===== src/rtl/rv32_lsu.sv =====
// RV32I load/store unit: one req/gnt/rvalid data-memory transaction at a time,
// with byte-lane steering for stores and alignment/extension for loads.
module rv32_lsu #(
  parameter int XPR_LEN    = 32,
  parameter int REG_ADDR_W = 5
) (
  input  logic                  clk,
  input  logic                  rst_n,
  input  logic                  req_valid,
  output logic                  req_ready,
  input  logic                  req_we,
  input  logic [2:0]            req_funct3,
  input  logic [XPR_LEN-1:0]    req_addr,
  input  logic [XPR_LEN-1:0]    req_wdata,
  input  logic [REG_ADDR_W-1:0] req_rd,
  output logic                  mem_req,
  input  logic                  mem_gnt,
  output logic [XPR_LEN-1:0]    mem_addr,
  output logic                  mem_we,
  output logic [3:0]            mem_be,
  output logic [XPR_LEN-1:0]    mem_wdata,
  input  logic                  mem_rvalid,
  input  logic [XPR_LEN-1:0]    mem_rdata,
  output logic                  rsp_valid,
  output logic                  rsp_wb,
  output logic                  rsp_err,
  output logic [REG_ADDR_W-1:0] rsp_rd,
  output logic [XPR_LEN-1:0]    rsp_data
);

  typedef enum logic [1:0] {S_IDLE, S_REQ, S_WAIT, S_RSP} state_e;

  state_e                state_q, state_d;
  logic [1:0]            addr_lo_q;
  logic [2:0]            funct3_q;
  logic                  we_q;
  logic                  err_q;
  logic [REG_ADDR_W-1:0] rd_q;
  logic [XPR_LEN-1:0]    mem_addr_q;
  logic [3:0]            mem_be_q;
  logic [XPR_LEN-1:0]    mem_wdata_q;
  logic [XPR_LEN-1:0]    rdata_q;

  logic                  accept;
  logic                  legal;
  logic [3:0]            be_d;
  logic [XPR_LEN-1:0]    wdata_d;
  logic [XPR_LEN-1:0]    shifted;
  logic [XPR_LEN-1:0]    load_ext;

  assign accept = req_valid && (state_q == S_IDLE);

  // Request decode: size from funct3[1:0]; funct3[2] (unsigned) exists only for LBU/LHU.
  always_comb begin
    // NOTE: every always_comb output gets a default first so no path can infer a latch.
    legal   = 1'b0;
    be_d    = 4'b0000;
    wdata_d = req_wdata;
    case (req_funct3[1:0])
      2'b00: begin
        legal   = 1'b1;
        be_d    = 4'b0001 << req_addr[1:0];
        wdata_d = {4{req_wdata[7:0]}};
      end
      2'b01: begin
        legal   = ~req_addr[0];
        be_d    = req_addr[1] ? 4'b1100 : 4'b0011;
        wdata_d = {2{req_wdata[15:0]}};
      end
      2'b10: begin
        legal   = (req_addr[1:0] == 2'b00);
        be_d    = 4'b1111;
      end
      default: legal = 1'b0;
    endcase
    if (req_funct3[2] && (req_we || req_funct3[1])) legal = 1'b0;
  end

  always_comb begin
    shifted  = mem_rdata >> {addr_lo_q, 3'b000};
    load_ext = shifted;
    case (funct3_q[1:0])
      2'b00:   load_ext = funct3_q[2] ? {{(XPR_LEN-8){1'b0}}, shifted[7:0]}
                                      : {{(XPR_LEN-8){shifted[7]}}, shifted[7:0]};
      2'b01:   load_ext = funct3_q[2] ? {{(XPR_LEN-16){1'b0}}, shifted[15:0]}
                                      : {{(XPR_LEN-16){shifted[15]}}, shifted[15:0]};
      default: load_ext = shifted;
    endcase
  end

  always_ff @(posedge clk or negedge rst_n) begin
    // NOTE: sequential state uses non-blocking assignments so every flop samples pre-edge values.
    if (!rst_n) state_q <= S_IDLE;
    else        state_q <= state_d;
  end

  always_comb begin
    state_d = state_q;
    case (state_q)
      S_IDLE: if (accept) state_d = legal ? S_REQ : S_RSP;
      S_REQ:  if (mem_gnt) state_d = we_q ? S_RSP : S_WAIT;
      S_WAIT: if (mem_rvalid) state_d = S_RSP;
      S_RSP:  state_d = S_IDLE;
      default: state_d = S_IDLE;
    endcase
  end

  // Bus fields are captured only for legal requests, so they stay stable while mem_req is high.
  always_ff @(posedge clk or negedge rst_n) begin
    if (!rst_n) begin
      addr_lo_q   <= '0;
      funct3_q    <= '0;
      we_q        <= 1'b0;
      err_q       <= 1'b0;
      rd_q        <= '0;
      mem_addr_q  <= '0;
      mem_be_q    <= '0;
      mem_wdata_q <= '0;
      rdata_q     <= '0;
    end else begin
      if (accept) begin
        addr_lo_q <= req_addr[1:0];
        funct3_q  <= req_funct3;
        we_q      <= req_we;
        err_q     <= ~legal;
        rd_q      <= req_rd;
        if (legal) begin
          mem_addr_q  <= {req_addr[XPR_LEN-1:2], 2'b00};
          mem_be_q    <= be_d;
          mem_wdata_q <= wdata_d;
        end
      end
      if ((state_q == S_WAIT) && mem_rvalid) rdata_q <= load_ext;
    end
  end

  always_comb begin
    req_ready = (state_q == S_IDLE);
    mem_req   = (state_q == S_REQ);
    mem_we    = mem_req && we_q;
    mem_addr  = mem_addr_q;
    mem_be    = mem_be_q;
    mem_wdata = mem_wdata_q;
    rsp_valid = (state_q == S_RSP);
    rsp_err   = rsp_valid && err_q;
    rsp_wb    = rsp_valid && !err_q && !we_q;
    rsp_rd    = rd_q;
    rsp_data  = rsp_wb ? rdata_q : '0;
  end

endmodule


===== config.mk =====
export PLATFORM = sky130hd
export DESIGN_NAME = rv32_lsu
export DESIGN_NICKNAME = d
export VERILOG_FILES = /design/src/rtl/rv32_lsu.sv
export SDC_FILE = /design/constraint.sdc
export NUM_CORES = 1
export LEC_CHECK = 0
export CAP_MARGIN = 0
export CORE_UTILIZATION = 35
export DETAILED_ROUTE_END_ITERATION = 8
export GPL_TIMING_DRIVEN = 0
export MAX_ROUTING_LAYER = met4
export PLACE_DENSITY = 0.67
export RECOVER_POWER = 25
export SLEW_MARGIN = 20
export SYNTH_ARGS = -nofsm -noshare
export SYNTH_HDL_FRONTEND = slang
export SYNTH_SLANG_ARGS = --single-unit

===== constraint.sdc =====
create_clock -name clk -period 2.3 [get_ports clk]
set_input_delay 0.69 -clock clk [delete_from_list [all_inputs] [get_ports clk]]
set_output_delay 0.69 -clock clk [all_outputs]
set_load 0.05 [all_outputs]

==> impl_metrics.csv <==
group,metric,value,unit
run_status,status,"finished, violations left",
detailed_routing,drt_iter0_drc,195,
die,io_pins,221,
sta,skew,0.00860,ns
setup_path,arrival,1.75,ns
die,initial_utilization,36.0,%
detailed_routing,firstDrtPassIters,5,
sta,slew_violations,32,
power,p_leak,3.88,nW
synth,async_flop_share,100,%
cells_and_area,final_cell_mix,"clkdlybuf4s50_1, dfrtp_1, nand2_1, mux2i_1, o21ai_0",
sta,rsz0062_at_grt,"true",
synth,syn-cell-area,5520,µm²
run_status,violations,"max-capacitance violations, max-slew violations, negative setup slack",
setup_path,startpoint_type,"flop",
synth,netlist.area_leader.share,50.8,%
sta,layout_setup_ws,-0.138,ns
placed_design,dp_hpwl,12700,µm
synth,ys_seq_area_share,50.8,%
setup_path,cp_common_cell,"buf_8",
setup_path,critPathMaxStageDelay,0.44,ns
clock_network,clk_path_buf_depth,2,
synth,synth.area.top_cells,"dfrtp_1, mux2i_1, mux2_4, mux2_2, and2_1",
setup_path,crit_path_top_delay_cell,"dfrtp_2",
clock_network,cts-htree-levels,3,
flow_run,drv_cap,1,
setup_path,path_cells,"ha_4 > nor3b_4 > buf_6 > buf_8 > and2_2 > buf_8",
die,die_area,16300,µm²
cells_and_area,final_nets,833,
power,power,11.9,mW
synth,yosys_warnings,0,
setup_path,critPathTopFamily,"flip-flops",
cells_and_area,fill_cells,1307,
die,num_rows,45,
detailed_routing,wire_per_inst,18.0,µm
cells_and_area,postLayoutCellArea,8560,µm²
cells_and_area,syn_to_final_growth,55.1,%
clock_network,clock_sinks,112,
die,die_w,128,µm
global_route,grt_pass1_wl,26200,µm
power,irDropWorstVdd,763,µV
power,powerDensity,1390,nW/µm²
hold_path,hold_path_class,"reg -> reg",
sta,worstMarginPinSlew,1.84,ns
cells_and_area,drive_above_1_share,25.5,%
synth,yosysUniqueCellTypes,38,
placed_design,io_buffers,216,
synth,synth_edf_count,0,
detailed_routing,drcViolationCount,0,
setup_path,critPathKind,"reg -> out",
detailed_routing,ant_nets,0,
setup_path,required,1.61,ns
sta,finalHoldViolations,0,
detailed_routing,wl,16800,µm
setup_path,cp-end-kind,"output port",
global_route,grt_pass1_vias,4844,
clock_network,postCtsHoldBufs,0,
synth,yosys_register_bits,112,
detailed_routing,via_per_inst,4.97,
global_route,use_met2,34.0,%
clock_network,root_buffer,"clkbuf_16",
sta,fin_crit_sh,106,%
sta,fmax,0.410,GHz
die,die_y,128,µm
global_route,grt_max_degree,82,
setup_path,critical_path_buf_inv_count,3,
synth,ys.flop_type,"dfrtp_1",
die,fp.coreArea,15300,µm²
clock_network,cts_buffers,9,
global_route,top_usage_layer,"met2",
sta,setup-violations-final,32,
cells_and_area,layout_commonest_cell,"clkdlybuf4s50_1",
clock_network,clk_latency,0.36,ns
cells_and_area,finish.utilization,55.9,%
placed_design,place.gp.congestion,0.902,
detailed_routing,via_count,4638,
synth,synth_cells,482,
global_route,antenna_found_initial,0,
sta,timing.hold.ws,0.481,ns
synth,synth.avg_cell_area,11.5,µm²
synth,yosys.area.top_type,"dfrtp_1",
cells_and_area,antenna_cells,0,
global_route,gr-usage-met1,26.7,%
sta,max-slew-margin-rel,-22.9,%
global_route,met3_usage,6.20,%
global_route,globalRouteOverflowTotal,0,
sta,min_period,2.44,ns
clock_network,clkSlewWorstSetupHoldPaths,0.08,ns
setup_path,path_max_fanout,10,
global_route,grtUsageTotal,21.7,%
placed_design,detailed_place.area,8040,µm²
clock_network,cts_tree,"done",
-- per-stage QoR --
stage          TNS, ns  cells  setup WS, ns
4_1_cts          -4.66    929        -0.170
2_1_floorplan        0    483       0.00691
5_1_grt          -7.54    933        -0.183
3_5_place_dp    -41.68    911        -0.814
3_3_place_gp   -461.15    910         -3.78
6_report         -3.30    933        -0.138
-- synth_stat cells, drive strengths merged (2+ instances only) --
library cell / instances
o22ai: 2
nor2b: 2
a21oi: 25
o21ai: 39
or2: 2
mux2: 58
nor3b: 2
and2: 36
nor2: 29
a221o: 16
mux2i: 41
o31ai: 4
o2bb2ai: 6
clkbuf: 13
dfrtp: 112
buf: 22
ha: 5
nand2b: 3
inv: 5
nand2: 50
-- area by class of cell --
| type | count | area (µm²) | share of cell area, % |
|---|---|---|---|
| flip-flops and latches | 112 | 2800 | 32.8 |
| multi-input cells | 331 | 2600 | 30.3 |
| repair buffers | 224 | 2350 | 27.4 |
| well taps | 211 | 264 | 3.08 |
| clock buffers | 10 | 239 | 2.79 |
| plain buffers | 35 | 234 | 2.73 |
| clock inverters | 5 | 56.3 | 0.658 |
| inverters | 5 | 18.8 | 0.219 |
-- sequential cells by signal, summed over array words and instances (netlist names) --
| name | flops |
|---|---|
| rsp_rd | 5 |
| we_q | 1 |
| addr_lo_q | 2 |
| state_q | 2 |
| rdata_q | 32 |
| mem_wdata | 32 |
| err_q | 1 |
| mem_addr | 30 |
| mem_be | 4 |
| funct3_q | 3 |
-- routing by layer --
| metal | share of wire [%] | vias to the layer above |
|---|---|---|
| met5 | 0 | - |
| met4 | 2.3 | 0 |
| met3 | 8.0 | 24 |
| met2 | 47 | 197 |
| met1 | 42 | 2262 |
| li1 | - | 2155 |
-- worst register-to-register path: stages, from the launching register on --
cell	delay [ns]
dfrtp_1	0.40
buf_4	0.14
buf_4	0.11
ha_1	0.16
nand2_1	0.20
or3_1	0.41
nor3_4	0.32
buf_6	0.20
a221o_1	0.12
-- final timing paths --
kind                               start             to  slack, ns  cells after the start
min reg2reg                mem_wdata[12]  mem_wdata[12]       0.48                      2
max                           state_q[0]   rsp_data[18]      -0.14                      6
min                        mem_wdata[12]  mem_wdata[12]       0.48                      2
max reg2reg                   state_q[1]    rdata_q[28]       0.18                      8
min in group asynchronous          rst_n   mem_addr[26]       0.83                      1
max in group asynchronous          rst_n     state_q[0]       0.30                      2
-- power by group --
group	internal [mW]	leakage, nW	total [mW]	switching (mW)
sequential	2.92	1.37	3.48	0.564
combinational	2.67	2.36	6.82	4.16
clock	0.870	0.145	1.60	0.730
total	6.45	3.88	11.9	5.45
-- what timing repair did --
item | in CTS | in global routing
pin swaps | 1 | 3
resized for setup | 247 | 55
endpoints found under the setup margin | 38 | 48
setup buffers | 3 | 4
-- cell families after synthesis --
kind of cell	count (synthesis)	synth area share, %
muxes	99	21.0
buffers and inverters	40	3.94
other	1	0.0679
DFF	112	50.8
AOI/OAI and AO/OA	97	11.5
and+or+nand+nor	128	11.6
adders and majority gates	5	1.13
(Power assumes the default switching activity.)
